--- config.mk ---
export PLATFORM = sky130hd
export DESIGN_NAME = grid_gen_sequencer
export DESIGN_NICKNAME = d
export VERILOG_FILES = /design/src/rtl/grid_gen_pkg.sv /design/src/rtl/grid_gen_watchdog.sv /design/src/rtl/grid_gen_sequencer.sv
export SDC_FILE = /design/constraint.sdc
export NUM_CORES = 1
export LEC_CHECK = 0
export CORE_ASPECT_RATIO = 0.9
export CORE_MARGIN = 4
export CORE_UTILIZATION = 51
export DETAILED_ROUTE_END_ITERATION = 10
export PLACE_DENSITY_LB_ADDON = 0.25
export SLEW_MARGIN = 20
export SYNTH_ARGS = -nofsm -noshare
export SYNTH_HDL_FRONTEND = slang
export SYNTH_SLANG_ARGS = --single-unit
--- constraint.sdc ---
create_clock -name clock -period 1.9 [get_ports clock]
set_input_delay 0.19 -clock clock [delete_from_list [all_inputs] [get_ports clock]]
set_output_delay 0.19 -clock clock [all_outputs]
set_load 0.005 [all_outputs]
--- src/rtl/grid_gen_pkg.sv ---
// grid_gen_pkg: shared state encoding, default parameter values and the
// seed-stepping helper for the grid generation sequencer.
package grid_gen_pkg;

  localparam int unsigned GG_LFSR_WIDTH     = 4;
  localparam int unsigned GG_MAX_TRIES      = 8;
  localparam int unsigned GG_SEED_STRIDE    = 5;
  localparam int unsigned GG_CLEAR_CYCLES   = 2;
  localparam int unsigned GG_TIMEOUT_CYCLES = 4096;

  typedef enum logic [1:0] {
    ST_IDLE   = 2'd0,
    ST_CLEAR  = 2'd1,
    ST_LAUNCH = 2'd2,
    ST_REPORT = 2'd3
  } gen_state_t;

  // Advance a seed by the stride, never landing on zero (an all-zero LFSR
  // seed would lock the grid's generator).
  function automatic logic [31:0] f_seed_step(input logic [31:0] seed,
                                              input logic [31:0] stride,
                                              input int unsigned width);
    logic [31:0] mask;
    logic [31:0] s;
    if (width >= 32) mask = '1;
    else             mask = (32'd1 << width) - 32'd1;
    s = (seed + stride) & mask;
    if (s == 32'd0) s = stride & mask;
    if (s == 32'd0) s = 32'd1;
    return s;
  endfunction

endpackage

--- src/rtl/grid_gen_watchdog.sv ---
// grid_gen_watchdog: per-attempt cycle counter with a saturating expiry flag.
// Counts while run is high, restarts on clear.
module grid_gen_watchdog #(
  parameter int unsigned LIMIT = 4096
) (
  input  logic clock,
  input  logic reset,
  input  logic clear,
  input  logic run,
  output logic expired
);

  localparam int unsigned CNT_W = $clog2(LIMIT + 1);

  logic [CNT_W-1:0] cnt_q, cnt_d;

  // Next count: restart on clear, otherwise count up to LIMIT and hold.
  always_comb begin
    cnt_d = cnt_q;
    if (clear)                                  cnt_d = '0;
    else if (run && (cnt_q != CNT_W'(LIMIT)))   cnt_d = cnt_q + 1'b1;
  end

  // Count register.
  always_ff @(posedge clock or posedge reset) begin
    if (reset) cnt_q <= '0;
    else       cnt_q <= cnt_d;
  end

  assign expired = run && (cnt_q == CNT_W'(LIMIT));

endmodule

--- src/rtl/grid_gen_sequencer.sv ---
// grid_gen_sequencer: runs whole puzzle-generation jobs on a grid instance:
// clear the grid, launch it with a seed, retry with a new seed on failure,
// then report outcome/tries/seed with a one-cycle done pulse.
// Optional per-attempt watchdog: define GRID_GEN_TIMEOUT_EN.
module grid_gen_sequencer
  import grid_gen_pkg::*;
#(
  parameter int unsigned LFSR_WIDTH     = GG_LFSR_WIDTH,
  parameter int unsigned MAX_TRIES      = GG_MAX_TRIES,
  parameter int unsigned SEED_STRIDE    = GG_SEED_STRIDE,
  parameter int unsigned CLEAR_CYCLES   = GG_CLEAR_CYCLES,
  parameter int unsigned TIMEOUT_CYCLES = GG_TIMEOUT_CYCLES,
  localparam int unsigned TRY_W         = $clog2(MAX_TRIES + 1)
) (
  input  logic                  clock,
  input  logic                  reset,
  input  logic                  rq_gen,
  input  logic                  rq_abort,
  input  logic [LFSR_WIDTH-1:0] base_seed,
  output logic                  busy,
  output logic                  done,
  output logic                  success,
  output logic [TRY_W-1:0]      tries,
  output logic [LFSR_WIDTH-1:0] seed_used,
  output logic                  grid_reset,
  output logic                  grid_rq_start,
  output logic [LFSR_WIDTH-1:0] grid_seed,
  input  logic                  grid_done,
  input  logic                  grid_success
);

  localparam int unsigned CLR_W = $clog2(CLEAR_CYCLES + 1);

  gen_state_t            state_q, state_d;
  logic [CLR_W-1:0]      clr_cnt_q, clr_cnt_d;
  logic                  busy_q, busy_d;
  logic                  done_q, done_d;
  logic                  success_q, success_d;
  logic [TRY_W-1:0]      tries_q, tries_d;
  logic [LFSR_WIDTH-1:0] seed_used_q, seed_used_d;
  logic                  grid_reset_q, grid_reset_d;
  logic                  grid_rq_start_q, grid_rq_start_d;
  logic [LFSR_WIDTH-1:0] grid_seed_q, grid_seed_d;
  logic                  timeout_hit;

`ifdef GRID_GEN_TIMEOUT_EN
  // Watchdog restarts whenever we are not launching, so every attempt gets
  // a fresh budget.
  grid_gen_watchdog #(.LIMIT(TIMEOUT_CYCLES)) u_watchdog (
    .clock   (clock),
    .reset   (reset),
    .clear   (state_q != ST_LAUNCH),
    .run     (state_q == ST_LAUNCH),
    .expired (timeout_hit)
  );
`else
  assign timeout_hit = 1'b0;
`endif

  // Next-state and next-output logic; every output is a flop so the grid
  // and host see glitch-free, edge-aligned controls.
  always_comb begin
    state_d         = state_q;
    clr_cnt_d       = clr_cnt_q;
    done_d          = 1'b0;
    success_d       = success_q;
    tries_d         = tries_q;
    seed_used_d     = seed_used_q;
    grid_reset_d    = grid_reset_q;
    grid_rq_start_d = grid_rq_start_q;
    grid_seed_d     = grid_seed_q;
    case (state_q)
      ST_IDLE: begin
        grid_reset_d    = 1'b0;
        grid_rq_start_d = 1'b0;
        if (rq_gen) begin
          state_d      = ST_CLEAR;
          clr_cnt_d    = '0;
          grid_reset_d = 1'b1;
          grid_seed_d  = (base_seed == '0) ? LFSR_WIDTH'(1) : base_seed;
          tries_d      = TRY_W'(1);
          success_d    = 1'b0;
        end
      end
      ST_CLEAR: begin
        if (rq_abort) begin
          state_d      = ST_REPORT;
          done_d       = 1'b1;
          success_d    = 1'b0;
          seed_used_d  = grid_seed_q;
          grid_reset_d = 1'b0;
        end else if (clr_cnt_q == CLR_W'(CLEAR_CYCLES - 1)) begin
          state_d         = ST_LAUNCH;
          grid_reset_d    = 1'b0;
          grid_rq_start_d = 1'b1;
        end else begin
          clr_cnt_d = clr_cnt_q + 1'b1;
        end
      end
      ST_LAUNCH: begin
        // Abort wins over a grid completion in the same cycle.
        if (rq_abort || (grid_done && grid_success) ||
            ((grid_done || timeout_hit) && (tries_q == TRY_W'(MAX_TRIES)))) begin
          state_d         = ST_REPORT;
          done_d          = 1'b1;
          success_d       = !rq_abort && grid_done && grid_success;
          seed_used_d     = grid_seed_q;
          grid_rq_start_d = 1'b0;
        end else if (grid_done || timeout_hit) begin
          state_d         = ST_CLEAR;
          clr_cnt_d       = '0;
          grid_reset_d    = 1'b1;
          grid_rq_start_d = 1'b0;
          tries_d         = tries_q + 1'b1;
          grid_seed_d     = LFSR_WIDTH'(f_seed_step(32'(grid_seed_q),
                                                    32'(SEED_STRIDE), LFSR_WIDTH));
        end
      end
      ST_REPORT: begin
        state_d = ST_IDLE;
      end
      default: state_d = ST_IDLE;
    endcase
    busy_d = (state_d != ST_IDLE);
  end

  // State and output registers; the grid is held in reset while we are.
  always_ff @(posedge clock or posedge reset) begin
    if (reset) begin
      state_q         <= ST_IDLE;
      clr_cnt_q       <= '0;
      busy_q          <= 1'b0;
      done_q          <= 1'b0;
      success_q       <= 1'b0;
      tries_q         <= '0;
      seed_used_q     <= '0;
      grid_reset_q    <= 1'b1;
      grid_rq_start_q <= 1'b0;
      grid_seed_q     <= LFSR_WIDTH'(1);
    end else begin
      state_q         <= state_d;
      clr_cnt_q       <= clr_cnt_d;
      busy_q          <= busy_d;
      done_q          <= done_d;
      success_q       <= success_d;
      tries_q         <= tries_d;
      seed_used_q     <= seed_used_d;
      grid_reset_q    <= grid_reset_d;
      grid_rq_start_q <= grid_rq_start_d;
      grid_seed_q     <= grid_seed_d;
    end
  end

  assign busy          = busy_q;
  assign done          = done_q;
  assign success       = success_q;
  assign tries         = tries_q;
  assign seed_used     = seed_used_q;
  assign grid_reset    = grid_reset_q;
  assign grid_rq_start = grid_rq_start_q;
  assign grid_seed     = grid_seed_q;

endmodule

==> results.py <==
metrics = {
    "status": {
        "status": "finished, final reports clean",
    },
    "sta": {
        "max_freq_ghz": 0.5504,
        "finalHoldViolations": 0,
        "min_period_ps": 1817,
        "setup_violations": 0,
        "totalNegativeSetupSlack_ps": 0,
        "post-route-period-util_pct": 95.62,
        "hold_ws_ps": 193.1,
        "skew_ps": 6.912,
        "worst_slack_ps": 83.27,
        "worstMarginPinSlew_ps": 583.9,
        "relSlewSlack_pct": 60.66,
        "drv_slew": 0,
    },
    "floorplan": {
        "die_h_um": 58.24,
        "initial_utilization_pct": 55.57,
        "coreArea_mm2": 0.002574,
        "ios": 27,
        "rows": 17,
        "die_w_um": 63.82,
        "dieArea_mm2": 0.003717,
    },
    "route": {
        "drc": 0,
        "drtAntennaViolNets": 0,
        "vias": 1323,
        "via_per_inst": 5.703,
        "dr.pass1.iters": 4,
        "routed_wl_um": 3539,
        "wl_per_cell_um": 15.25,
        "drt_iter0_markers": 83,
    },
    "placed_design": {
        "pre_cts_ws_ps": -76.66,
        "io_buffers": 26,
        "place_area_mm2": 0.001866,
        "hpwl_um": 2738,
        "gp_congestion": 0.8682,
    },
    "power": {
        "peakVddDrop_mv": 0.9323,
        "p_per_area_mw_per_mm2": 1537,
        "leakagePower_nw": 0.8409,
    },
    "clock_network": {
        "tritoncts": "done",
        "clkTransAtPathRegs_ps": 120,
        "cts_setup_buffers": 0,
        "cts_max_path_buffers": 2,
        "clkSinkCount": 21,
        "h-tree-depth": 1,
        "cts_resized": 0,
        "cts_root_buffer": "clkbuf_4",
        "cts_hold_buf": 0,
        "numCtsBuffers": 3,
        "insertion_delay_ps": 310,
    },
    "synthesis": {
        "yosysUniqueCellTypes": 49,
        "avgSynthCellArea_um2": 9.795,
        "async_reset_ff_share_pct": 100.0,
        "synthFlopType": "dfrtp_1",
        "synth-seq-area-share_pct": 36.92,
        "ys_seq_elements": 21,
        "synth_cells": 146,
        "syn-num-nets": 165,
        "syn-cell-area_mm2": 0.001430,
        "synth_edf_count": 0,
        "yosys_warnings": 0,
    },
    "finish": {
        "layout_commonest_cell": "clkdlybuf4s50_1",
        "antennaDiodeCount": 0,
        "fin_area_mm2": 0.001912,
        "nNetsFinal": 214,
        "drive_above_1_share_pct": 23.71,
        "n_fill_cell": 207,
        "final_cell_mix": "clkdlybuf4s50_1 (26), buf_4 (24), dfrtp_1 (19)",
        "areaGrowthSynthToFinish_pct": 33.68,
    },
    "global_route": {
        "grt_use_total_pct": 20.55,
        "grt_overflow": 0,
        "grt_pass1_vias": 1290,
        "antenna_found_initial": 0,
        "grt_pass1_wl_um": 6078,
        "grt_max_degree": 22,
    },
    "worst_setup_path": {
        "critPathBufInv": 2,
        "arrival_ps": 2030,
        "crit_chain": "inv_1, ha_1, nor2b_2, buf_4, nor2_4, mux2_1",
        "crit_type": "reg -> reg",
        "cp_data_required_time_ps": 2110,
        "max_stage_delay_ps": 440,
        "start_kind": "flop",
        "cp_max_fo": 7,
        "critPathSlowestCell": "dfrtp_1",
        "crit_family": "flip-flops",
        "end_kind": "flop",
    },
    "run": {
        "drv_cap": 0,
    },
    "min_path": {
        "holdCritPathClass": "in -> async",
    },
}
[final timing paths]
kind                            slack (ps)                       end  depth (start not counted)            startpoint
worst max register to register          80  grid_seed[1]$_DFFE_PP0P_                          6  state_q[1]$_DFF_PP0_
min in group clock                     500       success$_DFFE_PP0P_                          1   success$_DFFE_PP0P_
worst max-delay path                    80  grid_seed[1]$_DFFE_PP0P_                          6  state_q[1]$_DFF_PP0_
max in group asynchronous             1440    grid_reset$_DFFE_PP1P_                          3                 reset
worst min register to register         500       success$_DFFE_PP0P_                          1   success$_DFFE_PP0P_
worst min-delay path                   190      tries[0]$_DFFE_PP0P_                          3                 reset
[where the power goes]
part           internal [mW]  total, mW  switching [mW]
clock network         0.0788      0.218           0.139
logic                   1.04       1.90           0.863
registers              0.646      0.816           0.170
total                   1.77       2.94            1.17
[kinds of logic after synthesis]
logic type,after synthesis,synth area share [%]
buffers and inverters,14,5.774
AND/OR/NAND/NOR,44,18.37
multiplexers,12,9.099
adder cells (fa/ha/maj),9,7.874
AO/OA/AOI/OAI,46,21.96
flip-flops,21,36.92
[worst min-delay path, delay by kind of cell]
family / cells / cell delay, ps
buffers and inverters: 3 / 710
[cell type report]
class	count	area (um^2)	area share [%]
multi-input combinational	111	838.3	43.85
sequential	21	528.0	27.62
timing repair buffer	50	440.4	23.04
tap	38	47.55	2.487
inverter	8	30.03	1.571
clock buffer	3	22.52	1.178
clock inverter	1	5.005	0.2618
[through the flow]
stage	cells	power [mW]	utilization, %
global route	232	3.195	74.28
floorplan	146	1.909	-
detailed placement	228	2.685	72.48
CTS	232	2.914	73.55
global placement	228	2.601	72.48
finish	232	2.938	74.28
[metal layers]
| layer | wire length, um | share of wire (%) | global-route usage, % |
|---|---|---|---|
| met2 | 1664 | 47 | 33.87 |
| met4 | 46 | 1.3 | 3.385 |
| met1 | 1673 | 47 | 27.93 |
| met5 | 0 | 0 | 0 |
| met3 | 154 | 4.4 | 4.845 |
[cells in the mapped netlist (3+ instances only)]
| master | n | area (um^2) |
|---|---|---|
| inv_1 | 8 | 30.03 |
| buf_6 | 3 | 33.78 |
| mux2i_1 | 4 | 40.04 |
| dfrtp_1 | 19 | 475.5 |
| nand4b_1 | 3 | 26.28 |
| nor3_1 | 5 | 25.02 |
| o21ai_0 | 12 | 60.06 |
| nor2_1 | 6 | 22.52 |
| a21oi_1 | 9 | 45.04 |
| nand3_1 | 4 | 20.02 |
| mux2_2 | 6 | 67.56 |
| ha_1 | 9 | 112.6 |
| nor2b_1 | 3 | 18.77 |
| nand2b_1 | 5 | 31.28 |
| nand2_1 | 6 | 22.52 |
[state kept, by name, summed over array words and instances (netlist names)]
register / cells
grid_seed: 4
seed_used: 4
tries: 4
clr_cnt_q: 2
state_q: 2
busy: 1
done: 1
grid_reset: 1
grid_rq_start: 1
success: 1
No activity file was read; power rests on OpenSTA's default activity.
